`config.mk`:
```
export PLATFORM = sky130hd
export DESIGN_NAME = sram_1rw1r_initiator
export DESIGN_NICKNAME = d
export VERILOG_FILES = /design/src/rtl/sram_1rw1r_initiator.sv
export SDC_FILE = /design/constraint.sdc
export NUM_CORES = 1
export LEC_CHECK = 0
export CAP_MARGIN = 10
export CELL_PAD_IN_SITES_DETAIL_PLACEMENT = 1
export CELL_PAD_IN_SITES_GLOBAL_PLACEMENT = 1
export CORE_ASPECT_RATIO = 2
export CORE_MARGIN = 5
export CORE_UTILIZATION = 34
export CTS_CLUSTER_DIAMETER = 80
export DETAILED_ROUTE_END_ITERATION = 8
export PLACE_DENSITY_LB_ADDON = 0.1
export SLEW_MARGIN = 25
export SYNTH_ARGS = -nofsm -noshare
export SYNTH_HDL_FRONTEND = slang
export SYNTH_SLANG_ARGS = --single-unit
```
`constraint.sdc`:
```
create_clock -name clk -period 2.6 [get_ports clk]
set_input_delay 0.52 -clock clk [delete_from_list [all_inputs] [get_ports clk]]
set_output_delay 0.52 -clock clk [all_outputs]
set_load 0.02 [all_outputs]
```
`src/rtl/sram_1rw1r_initiator.sv`:
```
// Initiator for an OpenRAM 1rw1r macro: registered macro pins, 2-cycle read capture, per-port response FIFOs.
// Optional feature: define SRAM_INIT_CLEAR_EN to zero-fill the array through port 0 after reset.

module sram_rsp_fifo #(
  parameter int W = 8
) (
  input  logic         clk,
  input  logic         rst,
  input  logic         push,
  input  logic [W-1:0] wdata,
  input  logic         pop,
  output logic         valid,
  output logic [W-1:0] rdata
);

  logic [W-1:0] slot0, slot1;
  logic         wr_ptr, rd_ptr;
  logic [1:0]   used;
  logic         do_pop;

  assign valid  = (used != 2'd0);
  assign do_pop = pop && valid;
  assign rdata  = rd_ptr ? slot1 : slot0;

  // First-word fall-through: the head slot is presented combinationally.
  always_ff @(posedge clk) begin
    if (rst) begin
      slot0  <= '0;
      slot1  <= '0;
      wr_ptr <= 1'b0;
      rd_ptr <= 1'b0;
      used   <= 2'd0;
    end else begin
      if (push) begin
        if (wr_ptr) slot1 <= wdata;
        else        slot0 <= wdata;
        wr_ptr <= ~wr_ptr;
      end
      if (do_pop) rd_ptr <= ~rd_ptr;
      used <= used + {1'b0, push} - {1'b0, do_pop};
    end
  end

endmodule

module sram_1rw1r_initiator #(
  parameter int DATA_WIDTH = 8,
  parameter int ADDR_WIDTH = 10
) (
  input  logic                  clk,
  input  logic                  rst,
  input  logic                  a_req_valid,
  output logic                  a_req_ready,
  input  logic                  a_req_we,
  input  logic [ADDR_WIDTH-1:0] a_req_addr,
  input  logic [DATA_WIDTH-1:0] a_req_wdata,
  output logic                  a_rsp_valid,
  input  logic                  a_rsp_ready,
  output logic [DATA_WIDTH-1:0] a_rsp_rdata,
  input  logic                  b_req_valid,
  output logic                  b_req_ready,
  input  logic [ADDR_WIDTH-1:0] b_req_addr,
  output logic                  b_rsp_valid,
  input  logic                  b_rsp_ready,
  output logic [DATA_WIDTH-1:0] b_rsp_rdata,
  output logic                  sram_csb0,
  output logic                  sram_web0,
  output logic [ADDR_WIDTH-1:0] sram_addr0,
  output logic [DATA_WIDTH-1:0] sram_din0,
  input  logic [DATA_WIDTH-1:0] sram_dout0,
  output logic                  sram_csb1,
  output logic [ADDR_WIDTH-1:0] sram_addr1,
  input  logic [DATA_WIDTH-1:0] sram_dout1,
  output logic                  init_done
);

  typedef enum logic [1:0] {ST_RESET, ST_CLEAR, ST_RUN} state_t;

  state_t                state, state_nxt;
  logic [ADDR_WIDTH-1:0] clr_addr;
  logic                  clr_issue, clr_last;

  logic       a_pop, b_pop, a_rd_ok, b_rd_ok;
  logic       a_acc, a_wr_acc, a_rd_acc, b_acc, collide;
  logic [1:0] a_cnt, b_cnt;
  logic       a_s1, a_s2, b_s1, b_s2;

  always_ff @(posedge clk) begin
    if (rst) state <= ST_RESET;
    else     state <= state_nxt;
  end

  always_comb begin
    state_nxt = state;
    case (state)
`ifdef SRAM_INIT_CLEAR_EN
      ST_RESET: state_nxt = ST_CLEAR;
`else
      ST_RESET: state_nxt = ST_RUN;
`endif
      ST_CLEAR: if (clr_last) state_nxt = ST_RUN;
      ST_RUN:   state_nxt = ST_RUN;
      default:  state_nxt = ST_RESET;
    endcase
  end

  // The clear sweep starts on the first edge out of reset, so address 0 is written while still in RESET.
  always_comb begin
    init_done = (state == ST_RUN);
    clr_issue = 1'b0;
`ifdef SRAM_INIT_CLEAR_EN
    clr_issue = (state == ST_RESET) || (state == ST_CLEAR);
`endif
    clr_last  = (state == ST_CLEAR) && (clr_addr == '1);
  end

  always_ff @(posedge clk) begin
    if (rst)            clr_addr <= '0;
    else if (clr_issue) clr_addr <= clr_addr + 1'b1;
  end

  // The outstanding count covers reads in the macro pipeline plus those buffered, so the FIFO never overflows.
  assign a_pop    = a_rsp_valid && a_rsp_ready;
  assign b_pop    = b_rsp_valid && b_rsp_ready;
  assign a_rd_ok  = (a_cnt < 2'd2) || a_pop;
  assign b_rd_ok  = (b_cnt < 2'd2) || b_pop;

  assign a_req_ready = init_done && (a_req_we || a_rd_ok);
  assign a_acc       = a_req_valid && a_req_ready;
  assign a_wr_acc    = a_acc && a_req_we;
  assign a_rd_acc    = a_acc && !a_req_we;
  assign collide     = a_wr_acc && (a_req_addr == b_req_addr);
  assign b_req_ready = init_done && b_rd_ok && !collide;
  assign b_acc       = b_req_valid && b_req_ready;

  always_ff @(posedge clk) begin
    if (rst) begin
      a_cnt <= 2'd0;
      b_cnt <= 2'd0;
    end else begin
      a_cnt <= a_cnt + {1'b0, a_rd_acc} - {1'b0, a_pop};
      b_cnt <= b_cnt + {1'b0, b_acc} - {1'b0, b_pop};
    end
  end

  always_ff @(posedge clk) begin
    if (rst) begin
      sram_csb0  <= 1'b1;
      sram_web0  <= 1'b1;
      sram_addr0 <= '0;
      sram_din0  <= '0;
    end else if (clr_issue) begin
      sram_csb0  <= 1'b0;
      sram_web0  <= 1'b0;
      sram_addr0 <= clr_addr;
      sram_din0  <= '0;
    end else if (a_acc) begin
      sram_csb0  <= 1'b0;
      sram_web0  <= !a_req_we;
      sram_addr0 <= a_req_addr;
      sram_din0  <= a_req_wdata;
    end else begin
      sram_csb0  <= 1'b1;
    end
  end

  always_ff @(posedge clk) begin
    if (rst) begin
      sram_csb1  <= 1'b1;
      sram_addr1 <= '0;
    end else if (b_acc) begin
      sram_csb1  <= 1'b0;
      sram_addr1 <= b_req_addr;
    end else begin
      sram_csb1  <= 1'b1;
    end
  end

  // Stage 2 flags mark the edge on which the macro's dout holds this read's data and must be captured.
  always_ff @(posedge clk) begin
    if (rst) begin
      a_s1 <= 1'b0;
      a_s2 <= 1'b0;
      b_s1 <= 1'b0;
      b_s2 <= 1'b0;
    end else begin
      a_s1 <= a_rd_acc;
      a_s2 <= a_s1;
      b_s1 <= b_acc;
      b_s2 <= b_s1;
    end
  end

  sram_rsp_fifo #(.W(DATA_WIDTH)) u_a_fifo (
    .clk   (clk),
    .rst   (rst),
    .push  (a_s2),
    .wdata (sram_dout0),
    .pop   (a_rsp_ready),
    .valid (a_rsp_valid),
    .rdata (a_rsp_rdata)
  );

  sram_rsp_fifo #(.W(DATA_WIDTH)) u_b_fifo (
    .clk   (clk),
    .rst   (rst),
    .push  (b_s2),
    .wdata (sram_dout1),
    .pop   (b_rsp_ready),
    .valid (b_rsp_valid),
    .rdata (b_rsp_rdata)
  );

endmodule

```
==> impl_metrics.py <==
metrics = {
    "run_status": {
        "status": "finished clean",
    },
    "placed_design": {
        "io_buffers": 102,
        "gp_congestion": 0.7440,
        "dp_hpwl_microns": 6408,
        "place_ws_ns": -0.5278,
    },
    "critical_path": {
        "reg2reg_depth": 7,
        "crit_family": "buffers and inverters",
        "reg2reg_setup_slack_ns": 0.39,
        "crit_start": "a_rsp_ready",
        "r2r-end": "sram_csb1$_SDFF_PP1_",
        "required_ns": 2.08,
        "critical_path_class": "primary input to output port",
        "max_stage_delay_ns": 0.41,
        "crit_buf_inv": 2,
        "worstReg2RegStart": "u_a_fifo.used[1]$_SDFF_PP0_",
        "cp-end-kind": "output port",
        "crit_fanout": 3,
        "path_cells": "clkdlybuf4s50_1, o21a_1, or3b_1, and2_1, dlygate4sd2_1",
        "critPathSlowestCell": "or3b_1",
        "cp-start-kind": "primary input",
        "crit_arrival_ns": 1.99,
    },
    "detailed_routing": {
        "met2_length_microns": 4723,
        "drcViolationCount": 0,
        "routed_wire_length_per_instance_microns": 15.65,
        "num_vias": 2751,
        "highest-signal-layer": "met4",
        "via_per_inst": 4.904,
        "wl_met3_microns": 561,
        "antenna_left": 0,
        "drt_iter0_markers": 67,
        "drt-met1-wl_microns": 3363,
        "dr.pass1.iters": 4,
        "wl_microns": 8779,
    },
    "yosys": {
        "yosysTopAreaCell": "dfxtp_1",
        "synthTopCellsByArea": "dfxtp_1, nand2_1, mux2i_1, mux2_2, a21oi_1",
        "synth_edf_count": 0,
        "yosysSeqAreaShare": 0.4944,
        "yosys_register_bits": 80,
        "netlist.area_leader.share": 0.4944,
        "syn_inst": 343,
        "synth.avg_cell_area_sq_um": 9.444,
        "synthFlopType": "dfxtp_1",
        "syn-num-nets": 401,
        "netlist_area_sq_mm": 0.003239,
        "ys_types": 36,
        "synthArstFlopShare": 0,
        "ys_warn_count": 0,
    },
    "global_routing": {
        "grt_usage": 0.1589,
        "grt_max_degree": 66,
        "grt_pass1_wl_microns": 14680,
        "antenna_found_initial": 0,
        "grt_pass1_vias": 3134,
        "grt_overflow_total": 0,
    },
    "hold_path": {
        "hold-path-cell-count": 1,
        "worstHoldEndpoint": "a_s2$_SDFF_PP0_",
        "hold_path_startpoint": "a_s1$_SDFF_PP0_",
        "hold_class": "flip-flop to flip-flop",
    },
    "clocking": {
        "cts-root-buf": "clkbuf_16",
        "cts_hold_buffers": 0,
        "clkSlewWorstSetupHoldPaths_ns": 0.06,
        "cts_tree": "done",
        "clkSinkCount": 80,
        "cts.path.max_buffers": 2,
        "cts_max_level": 3,
        "cts_made_buffers": 9,
        "worst_skew_pair.late_latency_ns": 0.33,
    },
    "power_and_ir_drop": {
        "power_mw": 3.618,
        "leakage_nw": 1.970,
        "pwr-share-comb": 0.227,
        "p_seq_frac": 0.399,
        "p_sw_uw": 969.2,
        "p_clk_frac": 0.374,
        "switching_share": 0.2679,
        "p_int_mw": 2.649,
        "powerDensity_mw_per_mm2": 760.4,
        "peakVddDrop_v": 0.0003755,
    },
    "final_layout": {
        "final_common_cell": "clkdlybuf4s50_1",
        "drive_gt1_frac": 0.1269,
        "diodes": 0,
        "final_net_count": 510,
        "final_cell_mix": "clkdlybuf4s50_1, dfxtp_1, nand2_1, a21oi_1, nor2_1",
        "syn2layout_area_growth_pct": 46.89,
    },
    "timing": {
        "period_share": 0.9651,
        "finClkSkew_ns": 0.006046,
        "worstMarginPinSlew_ns": 0.7280,
        "holdWs_ns": 0.4421,
        "slew_headroom": 0.5147,
        "setup_viol": 0,
        "drv_slew": 0,
        "hold_viol_final": 0,
        "fin_ws_ns": 0.09062,
        "clock.fmax_ghz": 0.3985,
        "layout_min_cycle_time_ns": 2.509,
        "rsz0062_at_grt": "no",
    },
    "die": {
        "core_area_sq_mm": 0.009321,
        "rows": 50,
        "die_x_microns": 79.02,
        "ioPinCount": 103,
        "fp.dieArea_sq_mm": 0.01170,
        "fp.dieH_microns": 148.0,
        "start_util": 0.3475,
    },
    "job": {
        "drv_cap": 0,
    },
}
## power by group through the flow
stage / clock (mW) / combinational (mW) / sequential (mW)
after CTS: 1.39 / 0.842 / 1.45
final: 1.35 / 0.822 / 1.44
after global placement: 0 / 0.812 / 1.47
after floorplan: 0 / 0.487 / 1.46
after detailed placement: 0 / 0.838 / 1.47
after global routing: 1.45 / 0.915 / 1.46
## area by class of cell
type	count	area, sq um
fill	1072	4563
sequential	80	1602
multi-input combinational	232	1516
timing repair buffer	119	1150
clock buffer	11	242.7
tap	104	130.1
clock inverter	5	80.08
inverter	10	37.54
## synth_stat cells (2+ instances only)
cell	number
nor2_1	26
dfxtp_1	80
mux2_2	16
o21ai_0	2
xor2_1	8
a22o_1	10
or2_2	2
a21oi_1	35
mux2i_1	18
nor2b_1	7
nand2_1	53
xnor2_1	11
buf_2	2
buf_1	6
nand3_1	19
ha_1	7
clkbuf_1	11
inv_1	9
nand2b_1	4
## kinds of logic after synthesis
group,after synthesis,synth area share
simple gates,120,0.1792
flops,80,0.4944
compound gates,52,0.09656
mux,34,0.1112
buf+inv,31,0.04017
xor+xnor,19,0.05137
fa+ha+maj,7,0.02704
## state kept, by name, summed over array words and instances (netlist names), 2 cells and up
name and cells:
sram_addr0 10, sram_addr1 10, sram_din0 8, u_a_fifo.slot0 8, u_a_fifo.slot1 8, u_b_fifo.slot0 8, u_b_fifo.slot1 8, a_cnt 2
b_cnt 2, u_a_fifo.used 2, u_b_fifo.used 2
## metrics by stage
stage / util / area, sq um / TNS (ns) / std cells
after CTS: 0.5091 / 4746 / -0.1234 / 561
after detailed placement: 0.4734 / 4413 / -4.358 / 544
after global routing: 0.5105 / 4758 / 0 / 561
final: 0.5105 / 4758 / 0 / 561
after global placement: 0.4734 / 4413 / -3.639 / 544
after floorplan: - / 3239 / 0 / 343
## how the worst max path moves through the flow
stage / endpoint / cells after the start
2_1_floorplan: b_req_ready / 4
3_3_place_gp: b_req_ready / 6
3_5_place_dp: b_req_ready / 6
4_1_cts: b_req_ready / 6
5_1_grt: a_req_ready / 5
6_report: a_req_ready / 5
## per-layer routing
| metal | up-vias | global-route usage |
|---|---|---|
| met5 | - | 0 |
| met4 | 0 | 0.05680 |
| met3 | 10 | 0.05488 |
| met2 | 69 | 0.2910 |
| met1 | 1302 | 0.1634 |
| li1 | 1370 | - |
## timing repair
action	CTS	global route
setup endpoints to repair	3	1
hold endpoints to repair	0	0
gates resized for setup	9	5
setup buffers	1	0
pin swaps	1	3
(Power assumes the default switching activity.)
==> edit 1, RTL diff (same settings) <==
The parameter `ADDR_WIDTH` goes from 10 to 9.
--- a/src/rtl/sram_1rw1r_initiator.sv
+++ b/src/rtl/sram_1rw1r_initiator.sv
@@ -46,5 +46,5 @@
 module sram_1rw1r_initiator #(
   parameter int DATA_WIDTH = 8,
-  parameter int ADDR_WIDTH = 10
+  parameter int ADDR_WIDTH = 9
 ) (
   input  logic                  clk,
Interface: changed (resized a_req_addr, b_req_addr, sram_addr0 and sram_addr1); port bits go from 103 to 99. The function was not compared with the original's and may differ.
==> edit 1 against the original RTL <==
Worst setup slack got worse by 16 ps. Combinational power increased by 1%. Non-clock buffer count is 9 lower. Global-route usage grew 0.68 points. Area after synthesis shrank 0.35%. Cell area down 3.6%. Worst hold slack got worse by 8.1 ps. Routed wire length increased by 4.4%. Register-to-register slack better by 290 ps. Sequential cell count shrank 2. Clock power shrank 16%. Power fell by 7.0%. Critical path type unchanged. Critical endpoint is now b_req_ready. Largest power group unchanged. Highest routed layer unchanged.
==> edit 1: results (changes against the original RTL) <==
| Metric | Value |
|---|---|
| Status | completed (unchanged) |
| Mux share of post-synthesis cell area | 10.9% (was 11.1%) |
| Sw Share | 29.2% (was 26.8%) |
| Largest net degree at the start of global routing | 65 (was 66) |
| # port buffers | 98 (was 102) |
| Largest stage delay, worst path | 470 ps (was 410 ps) |
| Crit path to | b_req_ready (was a_req_ready) |
| Register area share after synthesis | 48.4% (was 49.4%) |
| Via density | 4.92 (was 4.90) |
| Top post-synthesis cells by area | dfxtp_1 (48%), nand2_1 (6.9%), a21oi_1 (6.7%) (was dfxtp_1 (49%), nand2_1 (6.1%), mux2i_1 (5.6%)) |
| Clock power share | 33.5% (was 37.4%) |
| Reg2reg path depth | 9 (was 7) |
| Post-Layout Cell Count | 562 (was 561) |
| RePlAce Congestion | 0.744 (about the same) |
| Routed WL | 9.17 mm (was 8.78 mm) |
| 1st-iter DRT viols | 84 (was 67) |
| Final hold slack | 434 ps (was 442 ps) |
| Global-route wire length before repair | 15.0 mm (was 14.7 mm) |
| Nets@finish | 509 (was 510) |
| Slew margin rel. | 54.4% (was 51.5%) |
| Cell variety after synth | 31 (was 36) |
| Post-Place Worst Slack | -178 ps (was -528 ps) |
| P per Cell Area | 734 nW/um2 (was 760 nW/um2) |
| Adder-Cell Fraction of Synth Area | 2.71% (was 2.70%) |
| Hpwl dp | 6.70 mm (was 6.41 mm) |
| Most frequent cells after synthesis | dfxtp_1 (78), nand2_1 (59), a21oi_1 (43) (was dfxtp_1 (80), nand2_1 (53), a21oi_1 (35)) |
| Filler cells | 1,085 (was 1,072) |
| Crit path DAT | 2010 ps (was 1990 ps) |
| Critical Path Source | b_req_addr[1] (was a_rsp_ready) |
| Post-CTS setup buffers | 0 (was 1) |
| Dpl cells | 546 (was 544) |
| CP max FO | 2 (was 3) |
| DP Area | 4320 um2 (was 4410 um2) |
| Global Route Usage Sum | 16.6% (was 15.9%) |
| Setup Skew | 5.35 ps (was 6.05 ps) |
| Worst path slowest cell | clkdlybuf4s50_1 (was or3b_1) |
| IR drop worst, VDD | 0.378 mV (was 0.376 mV) |
| Vias in the first global route | 3,022 (was 3,134) |
==> edit 1: cell types whose count changed after synthesis, moves of 5 or more <==
cell      before  now
a31o_1         0    9
a21oi_1       35   43
clkbuf_1      11   16
xnor2_1       11    6
nand2_1       53   59
a22o_1        10    0
==> edit 1: metal layers <==
layer | track usage (%) | up-vias | wire (um) | share of wire [%]
li1 | - | 1383 | - | -
met1 | 16.2 | 1304 | 3210 | 35
met2 | 31.6 | 70 | 5250 | 57
met3 | 5.37 | 10 | 564 | 6.2
met4 | 6.20 | 0 | 141 | 1.5
met5 | 0 | - | 0 | 0
==> edit 1: area by class of cell <==
type	count	area, um2	area share, %
multi-input combinational	242	1520	33.1
timing repair buffer	110	1060	23.2
inverter	12	45.0	0.982
tap	104	130	2.84
clock inverter	6	38.8	0.846
sequential	78	1560	34.1
clock buffer	10	229	4.99
==> edit 1: repair_timing <==
| action | 4_1_cts | 5_1_grt |
|---|---|---|
| gates resized for setup | 1 | 0 |
| endpoints found under the setup margin | 1 | 0 |
| hold buffers | 0 | 0 |
==> edit 2, RTL diff (same flow settings) <==
Without the edit above. Re-encode `state_t` (3 states) as one-hot, 3 bits wide.
--- a/src/rtl/sram_1rw1r_initiator.sv
+++ b/src/rtl/sram_1rw1r_initiator.sv
@@ -75,5 +75,5 @@
 );
 
-  typedef enum logic [1:0] {ST_RESET, ST_CLEAR, ST_RUN} state_t;
+  typedef enum logic [2:0] {ST_RESET = 3'b001, ST_CLEAR = 3'b010, ST_RUN = 3'b100} state_t;
 
   state_t                state, state_nxt;
Function: same outputs for any inputs over 10 cycles, from zero or initial values and one cycle with rst high; not proved beyond that.
==> edit 2 against the original RTL <==
Sequential cell count increased by 1. Worst setup slack got worse by 33 ps. Cell area up 2.9%. Area after synthesis rose by 5.5%. Power grew 3.1%. Worst hold slack hardly changed. Count of clock-buffer cells in the layout down 1. Routed wire length up 1.5%. Critical endpoint is now b_req_ready.
==> edit 2: results (changes against the original RTL) <==
| Metric | Value |
|---|---|
| Complex-gate fraction of the synthesized area | 6.96% (was 9.66%) |
| Largest net degree at the start of global routing | 51 (was 66) |
| Post-Layout Cell Count | 604 (was 561) |
| Worst Hold Depth | 1 (unchanged) |
| Hpwl dp | 6.67 mm (was 6.41 mm) |
| Worst Tran Pin Value | 793 ps (was 728 ps) |
| Synth Area in XOR/XNOR | 4.87% (was 5.14%) |
| Clock root buffer | clkbuf_16 (unchanged) |
| Mux share of post-synthesis cell area | 13.8% (was 11.1%) |
| Fraction of layout cells with a size suffix above 1 | 10.6% (was 12.7%) |
| IR drop worst, VDD | 0.545 mV (was 0.376 mV) |
| 1st-iter DRT viols | 56 (was 67) |
| Setup Skew | 5.98 ps (was 6.05 ps) |
| R2r endpoint | a_cnt[1] (was sram_csb1) |
| Reg2reg path depth | 8 (was 7) |
| Post-CTS setup buffers | 0 (was 1) |
| WL per Instance | 14.8 um (was 15.6 um) |
| Adder-Cell Fraction of Synth Area | 2.93% (was 2.70%) |
| P_leak | 2.00 nW (was 1.97 nW) |
| DP Area | 4580 um2 (was 4410 um2) |
| Cell variety after synth | 30 (was 36) |
| Global Route Usage Sum | 15.4% (was 15.9%) |
| FF-to-FF setup slack | 540 ps (was 390 ps) |
| Top post-synthesis cells by area | dfxtp_1 (47%), mux2i_1 (8.2%), nand2_1 (5.7%) (was dfxtp_1 (49%), nand2_1 (6.1%), mux2i_1 (5.6%)) |
| Crit path DAT | 2020 ps (was 1990 ps) |
| Status | completed (unchanged) |
| Post-Place Worst Slack | -520 ps (was -528 ps) |
| Nets@finish | 526 (was 510) |
| Syn Nets | 428 (was 401) |
| Most frequent cells after synthesis | dfxtp_1 (81), nand2_1 (52), a21oi_1 (34) (was dfxtp_1 (80), nand2_1 (53), a21oi_1 (35)) |
| R2r startpoint | u_a_fifo.used[0] (was u_a_fifo.used[1]) |
| Register area share after synthesis | 47.5% (was 49.4%) |
| Post-Synthesis Cells | 369 (was 343) |
| Vias in the first global route | 2,975 (was 3,134) |
| Via density | 4.68 (was 4.90) |
| CP max FO | 2 (was 3) |
edit 2: cell types whose count changed in the layout (fill, tap and decap cells not counted), moves of 3 or more:
cell and delta:
mux2i_1 +10, inv_1 +3, xor2_1 -5, a22o_1 -10, dlygate4sd2_1 +13, buf_4 -10, xnor2_1 +4, clkdlybuf4s50_1 -12
nand2b_1 +21
edit 2: final cells by class:
class / count / area, um2 / share of cell area [%]
clock buffers: 10 / 229 / 4.68
clock inverters: 6 / 82.6 / 1.69
inverters: 12 / 45.0 / 0.920
multi-input cells: 252 / 1670 / 34.0
flip-flops and latches: 81 / 1620 / 33.1
well taps: 132 / 165 / 3.37
repair buffers: 111 / 1090 / 22.2
edit 2: repair_timing:
item / 4_1_cts / 5_1_grt
setup endpoints to repair: 2 / 1
gates resized for setup: 23 / 5
gates cloned: 0 / 0
pin swaps: 4 / 6
edit 2: power breakdown:
group / switching [mW] / internal [mW]
Sequential: 0.108 / 1.37
Combinational: 0.433 / 0.488
Clock: 0.495 / 0.836
edit 2: worst max-delay path by stage:
stage	from	end	slack (ps)	cells after the start
after global placement	b_req_addr[8]	b_req_ready	-520	7
after detailed placement	a_req_addr[8]	b_req_ready	-520	7
after floorplan	state[0]	b_req_ready	390	5
after CTS	a_req_addr[6]	b_req_ready	5	6
after global routing	b_req_addr[1]	b_req_ready	-3	6
final	b_req_addr[1]	b_req_ready	60	6
edit 2: critical path, cell delays in order:
cell,delay [ps]
clkdlybuf4s50_1,500
xnor2_1,130
nand3_1,140
or4_4,440
and3_4,160
buf_6,120
edit 2: kinds of logic after synthesis:
logic type | count (synthesis)
AOI/OAI and AO/OA | 40
xor gates and xnor gates | 19
adders and majority gates | 8
buffers and inverters | 36
DFF | 81
muxes | 45
and+or+nand+nor | 140
edit 2: routing by layer:
metal  GRT usage (%)  vias up  routed length (um)
li1                -     1412                   -
met1            16.4     1335                3440
met2            27.7       71                4810
met3            5.15        9                 526
met4            5.58        0                 131
met5               0        -                   0
